File: config.mk
export PLATFORM = sky130hd
export DESIGN_NAME = csr_req_arbiter
export DESIGN_NICKNAME = d
export VERILOG_FILES = /design/src/rtl/csr_req_arbiter.sv
export SDC_FILE = /design/constraint.sdc
export NUM_CORES = 1
export LEC_CHECK = 0
export CAP_MARGIN = 20
export CORE_AREA = 3 3 117 119
export DETAILED_ROUTE_END_ITERATION = 6
export DIE_AREA = 0 0 120 122
export GPL_TIMING_DRIVEN = 1
export PLACE_DENSITY = 0.66
export SETUP_SLACK_MARGIN = 0.5
export SKIP_LAST_GASP = 1
export SLEW_MARGIN = 20
export SYNTH_ARGS = -nofsm -noshare
export SYNTH_HDL_FRONTEND = slang
export SYNTH_SLANG_ARGS = --single-unit
File: constraint.sdc
create_clock -name clk_i -period 1.85 [get_ports clk_i]
set_input_delay 0.2775 -clock clk_i [delete_from_list [all_inputs] [get_ports clk_i]]
set_output_delay 0.2775 -clock clk_i [all_outputs]
set_load 0.03 [all_outputs]
File: src/rtl/csr_req_arbiter.sv
`default_nettype none
// ============================================================================
//  Module   : csr_req_arbiter
//  Purpose  : Shares one CSR request/response port among NumReq requesters.
//             Round-robin grant, grant lock until acceptance, at most one
//             outstanding read with response routed back to its owner.
//  Revision : 1.0 - initial release
// ============================================================================
module csr_req_arbiter #(
    parameter int NumReq       = 2,
    parameter int CsrDataWidth = 32,
    parameter int CsrAddrWidth = 32,
    parameter int IdxWidth     = $clog2(NumReq)
) (
    input  logic                             clk_i,
    input  logic                             rst_ni,
    input  logic [NumReq*CsrDataWidth-1:0]   req_data_i,
    input  logic [NumReq*CsrAddrWidth-1:0]   req_addr_i,
    input  logic [NumReq-1:0]                req_write_i,
    input  logic [NumReq-1:0]                req_valid_i,
    output logic [NumReq-1:0]                req_ready_o,
    output logic [NumReq*CsrDataWidth-1:0]   rsp_data_o,
    output logic [NumReq-1:0]                rsp_valid_o,
    input  logic [NumReq-1:0]                rsp_ready_i,
    output logic [CsrDataWidth-1:0]          csr_req_data_o,
    output logic [CsrAddrWidth-1:0]          csr_req_addr_o,
    output logic                             csr_req_write_o,
    output logic                             csr_req_valid_o,
    input  logic                             csr_req_ready_i,
    input  logic [CsrDataWidth-1:0]          csr_rsp_data_i,
    input  logic                             csr_rsp_valid_i,
    output logic                             csr_rsp_ready_o,
    output logic                             busy_o
);

    localparam logic [0:0] StIdle    = 1'b0;
    localparam logic [0:0] StWaitRsp = 1'b1;

    logic [0:0]          state_q, state_d;
    logic                lock_q, lock_d;
    logic [IdxWidth-1:0] lock_idx_q, lock_idx_d;
    logic [IdxWidth-1:0] rr_q, rr_d;
    logic [IdxWidth-1:0] owner_q, owner_d;

    logic [IdxWidth-1:0] arb_idx;
    logic                arb_found;
    logic [IdxWidth-1:0] grant_idx;
    logic                grant_req;
    logic                grant_write;
    logic                route_en;
    logic [IdxWidth-1:0] route_idx;
    logic                route_ready;
    logic                accept;
    logic                rsp_take;

    // Round-robin search: lowest valid index at or above rr_q, else lowest below it
    always_comb begin
        arb_idx   = '0;
        arb_found = 1'b0;
        for (int i = NumReq - 1; i >= 0; i--) begin
            if (req_valid_i[i] && (IdxWidth'(i) >= rr_q)) begin
                arb_idx   = IdxWidth'(i);
                arb_found = 1'b1;
            end
        end
        if (!arb_found) begin
            for (int i = NumReq - 1; i >= 0; i--) begin
                if (req_valid_i[i] && (IdxWidth'(i) < rr_q)) begin
                    arb_idx   = IdxWidth'(i);
                    arb_found = 1'b1;
                end
            end
        end
    end

    // Resolve the effective grant (locked index wins) and response routing target
    always_comb begin
        grant_idx   = lock_q ? lock_idx_q : arb_idx;
        grant_req   = 1'b0;
        grant_write = 1'b0;
        route_ready = 1'b0;
        for (int i = 0; i < NumReq; i++) begin
            if (IdxWidth'(i) == grant_idx) begin
                grant_req   = lock_q ? req_valid_i[i] : arb_found;
                grant_write = req_write_i[i];
            end
        end
        if (state_q == StWaitRsp) begin
            route_en  = 1'b1;
            route_idx = owner_q;
        end else begin
            route_en  = grant_req;
            route_idx = grant_idx;
        end
        for (int i = 0; i < NumReq; i++) begin
            if (IdxWidth'(i) == route_idx) begin
                route_ready = rsp_ready_i[i];
            end
        end
        accept   = (state_q == StIdle) && grant_req && csr_req_ready_i;
        rsp_take = route_en && csr_rsp_valid_i && route_ready;
    end

    // State register with asynchronous active-low reset
    always_ff @(posedge clk_i or negedge rst_ni) begin
        if (!rst_ni) begin
            state_q    <= StIdle;
            lock_q     <= 1'b0;
            lock_idx_q <= '0;
            rr_q       <= '0;
            owner_q    <= '0;
        end else begin
            state_q    <= state_d;
            lock_q     <= lock_d;
            lock_idx_q <= lock_idx_d;
            rr_q       <= rr_d;
            owner_q    <= owner_d;
        end
    end

    // Next-state: acceptance advances the pointer; an unaccepted grant locks
    always_comb begin
        state_d    = state_q;
        lock_d     = lock_q;
        lock_idx_d = lock_idx_q;
        rr_d       = rr_q;
        owner_d    = owner_q;
        case (state_q)
            StIdle: begin
                if (accept) begin
                    lock_d = 1'b0;
                    rr_d   = (grant_idx == IdxWidth'(NumReq - 1)) ? '0
                                                                  : grant_idx + IdxWidth'(1);
                    if (!grant_write) begin
                        owner_d = grant_idx;
                        if (!rsp_take) begin
                            state_d = StWaitRsp;
                        end
                    end
                end else if (grant_req) begin
                    lock_d     = 1'b1;
                    lock_idx_d = grant_idx;
                end
            end
            StWaitRsp: begin
                if (rsp_take) begin
                    state_d = StIdle;
                end
            end
            default: state_d = StIdle;
        endcase
    end

    // Outputs: forward the grant, route the response; everything low in reset
    always_comb begin
        req_ready_o     = '0;
        rsp_data_o      = '0;
        rsp_valid_o     = '0;
        csr_req_data_o  = '0;
        csr_req_addr_o  = '0;
        csr_req_write_o = 1'b0;
        csr_req_valid_o = 1'b0;
        csr_rsp_ready_o = 1'b0;
        busy_o          = 1'b0;
        if (rst_ni) begin
            busy_o = (state_q == StWaitRsp);
            for (int i = 0; i < NumReq; i++) begin
                if ((state_q == StIdle) && grant_req && (IdxWidth'(i) == grant_idx)) begin
                    csr_req_data_o  = req_data_i[i*CsrDataWidth +: CsrDataWidth];
                    csr_req_addr_o  = req_addr_i[i*CsrAddrWidth +: CsrAddrWidth];
                    csr_req_write_o = req_write_i[i];
                    csr_req_valid_o = 1'b1;
                    req_ready_o[i]  = csr_req_ready_i;
                end
                if (route_en && (IdxWidth'(i) == route_idx)) begin
                    rsp_valid_o[i]                               = csr_rsp_valid_i;
                    rsp_data_o[i*CsrDataWidth +: CsrDataWidth]   = csr_rsp_data_i;
                    csr_rsp_ready_o                              = rsp_ready_i[i];
                end
            end
        end
    end

endmodule
`default_nettype wire

==> flow_metrics.py <==
metrics = {
    "setup_path": {
        "type_of_the_worst_setup_path": "register to output pin",
        "worst-endpoint-required_ns": 1.57,
        "critPathCapture": "rsp_data_o[55]",
        "cpMaxStageDelayCell": "dfrtp_2",
        "end_kind": "output pin",
        "regToRegSetupSlack_ns": -0.11,
        "regToRegEndpoint": "state_q$_DFF_PN0_",
        "timing.reg2reg.worst_path_depth": 9,
        "worst_ep_arrival_time_ns": 1.96,
        "path_common_cell": "buf_6",
        "slowest_delay_ns": 0.43,
        "crit_fanout": 8,
        "critical_path_start": "lock_q$_DFFE_PN0P_",
        "reg2reg_from": "lock_q$_DFFE_PN0P_",
        "timing.critical_path.cells": "nand2b_4, buf_4, o21ai_4, buf_12, a22oi_2, buf_6, clkbuf_16, nor2_4, buf_6",
        "worstSetupStartpointType": "register",
    },
    "cts": {
        "clkSinkCount": 5,
        "clock_tree.buffer_depth": 2,
        "cts_tree": "done",
        "cts_max_level": 1,
        "tritoncts.num_buffers": 3,
        "clkSlewWorstSetupHoldPaths_ns": 0.03,
        "clkLatencyLatePin_ns": 0.23,
        "root_buffer": "clkbuf_16",
    },
    "floorplanning": {
        "chipHeight_um": 122,
        "dieArea_mm2": 0.0146,
        "io_pins": 306,
        "area_inside_the_core_boundary_mm2": 0.0127,
        "rows": 41,
        "floorplan.initialDensity": 0.146,
        "fp.dieW_um": 120,
    },
    "cells_and_area": {
        "final_core_util": 0.620,
        "synthToLayoutAreaGrowth_pct": 325,
        "nNetsFinal": 911,
        "post_route_cells_drive_above_1_share": 0.546,
        "count_of_inserted_antenna_diode_cells": 0,
    },
    "drt": {
        "detail_route.iter0.violations": 95,
        "route.antenna.remaining_nets": 0,
        "route.detailed.wl_per_inst_um": 17.3,
        "first_pass_iters": 4,
        "wl_mm": 15.8,
        "route.vias.total": 4024,
        "via_per_inst": 4.41,
        "drcViolationCount": 0,
    },
    "global_route": {
        "met2_usage": 0.335,
        "grt_pass1_vias": 4030,
        "grt.busiest_layer": "met2",
        "met1_usage": 0.163,
        "global_route_wire_length_before_repair_mm": 19.9,
        "grt_use_total": 0.164,
        "globalRoute.totalOverflow": 0,
        "grt_use_met3": 0.0474,
        "antenna_found_initial": 0,
        "grt_start_max_net_pins": 39,
    },
    "sta": {
        "crit_path_setup_slack_layout_ns": -0.392,
        "drv_slew": 0,
        "timing.final.hold_violations": 0,
        "max_clock_freq_mhz": 446,
        "worst-slew-pin-transition_ns": 0.249,
        "finalClockSkew_ns": 0.00208,
        "grt_setup_unrepaired": "true",
        "final_cycle_utilization_of_the_critical_path": 1.21,
        "finalHoldWorstSlack_ns": 0.338,
        "timing.max_slew.rel_slack": 0.834,
        "finalSetupViolCount": 138,
        "period_minus_slack_ns": 2.24,
    },
    "synth": {
        "post_synth.cell_area_avg_um2": 5.12,
        "synth_edf_count": 0,
        "synth.most_common_cell": "nand2_1",
        "synth_top_area_frac": 0.331,
        "yosys_warnings": 0,
        "synth.cell_area_mm2": 0.00185,
        "synth_nets": 531,
        "netlist_instances": 361,
        "dominantRegCellSynth": "dfrtp_1",
        "ys_seq_area_frac": 0.0677,
        "synthTopCellsByArea": "nand2_1 33%, a21oi_2 15%, nor2_1 14%",
        "yosys-top-cells-count": "163 x nand2_1, 68 x nor2_1, 36 x a21oi_1",
        "ys_async_sr_fraction": 1.00,
        "synth.lib_cells_used.distinct": 31,
        "synth-seq-cells": 5,
        "synthDominantAreaCellType": "nand2_1",
    },
    "power": {
        "power_density_mw_per_mm2": 1200,
        "totalPowerFinal_mw": 9.45,
        "vdd_drop_max_uv": 1020,
        "power_leakage_nw": 3.10,
    },
    "placement": {
        "post-dp-hpwl_mm": 10.7,
        "portBuffers": 305,
        "finalWeightedCongestion": 0.812,
    },
    "outcome": {
        "run_status": "complete, but fails checks",
        "failed_checks": "negative setup slack",
    },
    "run": {
        "cap_violations": 0,
    },
    "worst_hold_path": {
        "hold_path.class": "input port to async pin",
    },
}
[how the worst min path moves through the flow]
stage | to | depth (start not counted)
3_5_place_dp | rr_q$_DFFE_PN0P_ | 2
3_3_place_gp | rr_q$_DFFE_PN0P_ | 2
5_1_grt | state_q$_DFF_PN0_ | 4
2_1_floorplan | lock_idx_q$_DFFE_PN0P_ | 0
6_report | state_q$_DFF_PN0_ | 4
4_1_cts | state_q$_DFF_PN0_ | 4
[layout make-up]
type                    count  area (µm²)
fillers                   993        4820
repair buffers            405        4650
multi-input cells         325        2780
well taps                 172         215
flip-flops and latches      5         128
clock buffers               4        78.8
inverters                   1        6.26
[worst max-delay path, delay by kind of cell (launching register included)]
family / cells / cell delay (ns)
flip-flops: 1 / 0.43
AO/OA/AOI/OAI: 2 / 0.24
buffers and inverters: 5 / 0.81
AND/OR/NAND/NOR: 2 / 0.25
[report_power, final]
part | switching (mW) | internal, mW | total (mW) | leakage, nW
Clock | 0.0719 | 0.286 | 0.358 | 0.0382
Combinational | 4.67 | 4.21 | 8.87 | 3.00
Sequential | 0.0566 | 0.159 | 0.216 | 0.0600
Total | 4.79 | 4.65 | 9.45 | 3.10
[layout by cell type (no fill, tap or decap), types with 2 or more instances in the layout]
master,Yosys,routed
buf_16,0,6
nand2_1,163,155
clkdlybuf4s50_1,0,166
nor2_2,0,2
buf_6,4,145
nand2_8,0,2
a21oi_4,0,62
and3_4,0,2
dfrtp_2,0,2
dfrtp_1,5,3
mux2_4,1,2
dlygate4sd2_1,0,2
bufbuf_16,0,2
nand2b_4,0,2
nand2_2,1,8
buf_12,0,18
buf_8,0,8
and2_4,0,2
a21oi_2,31,4
nor2_4,0,65
clkbuf_16,0,14
buf_4,3,46
[what timing repair did]
item | in CTS | in global routing
cloned | 4 | 14
endpoints found under the setup margin | 141 | 141
hold endpoints to repair | 0 | 0
pin swaps | 7 | 54
hold buffers | 0 | 0
resized for setup | 121 | 239
buffers inserted | 15 | 9
[stage by stage]
stage / instance area [µm²] / instances / TNS, ns / setup slack [ns]
floorplan: 2770 / 361 / 0 / 0.0700
global placement: 6200 / 866 / -60.34 / -0.633
detailed placement: 6200 / 866 / -62.67 / -0.634
CTS: 6670 / 889 / -38.83 / -0.362
global route: 7850 / 912 / -51.55 / -0.448
finish: 7850 / 912 / -41.94 / -0.392
[state kept, by name (all words and copies together), names as in the netlist]
register,flops
rr_q,1
owner_q,1
lock_idx_q,1
lock_q,1
state_q,1
[kinds of logic after synthesis]
kind of cell | share of synthesized area
buffers and inverters | 0.0940
DFF | 0.0677
and+or+nand+nor | 0.524
muxes | 0.0257
AOI/OAI and AO/OA | 0.288
[routing by layer]
metal | vias up | share of wire
met3 | 21 | 0.093
li1 | 1918 | -
met1 | 1882 | 0.34
met2 | 203 | 0.55
met4 | 0 | 0.018
met5 | - | 0
Note: power is estimated with default switching activity, not from simulation.
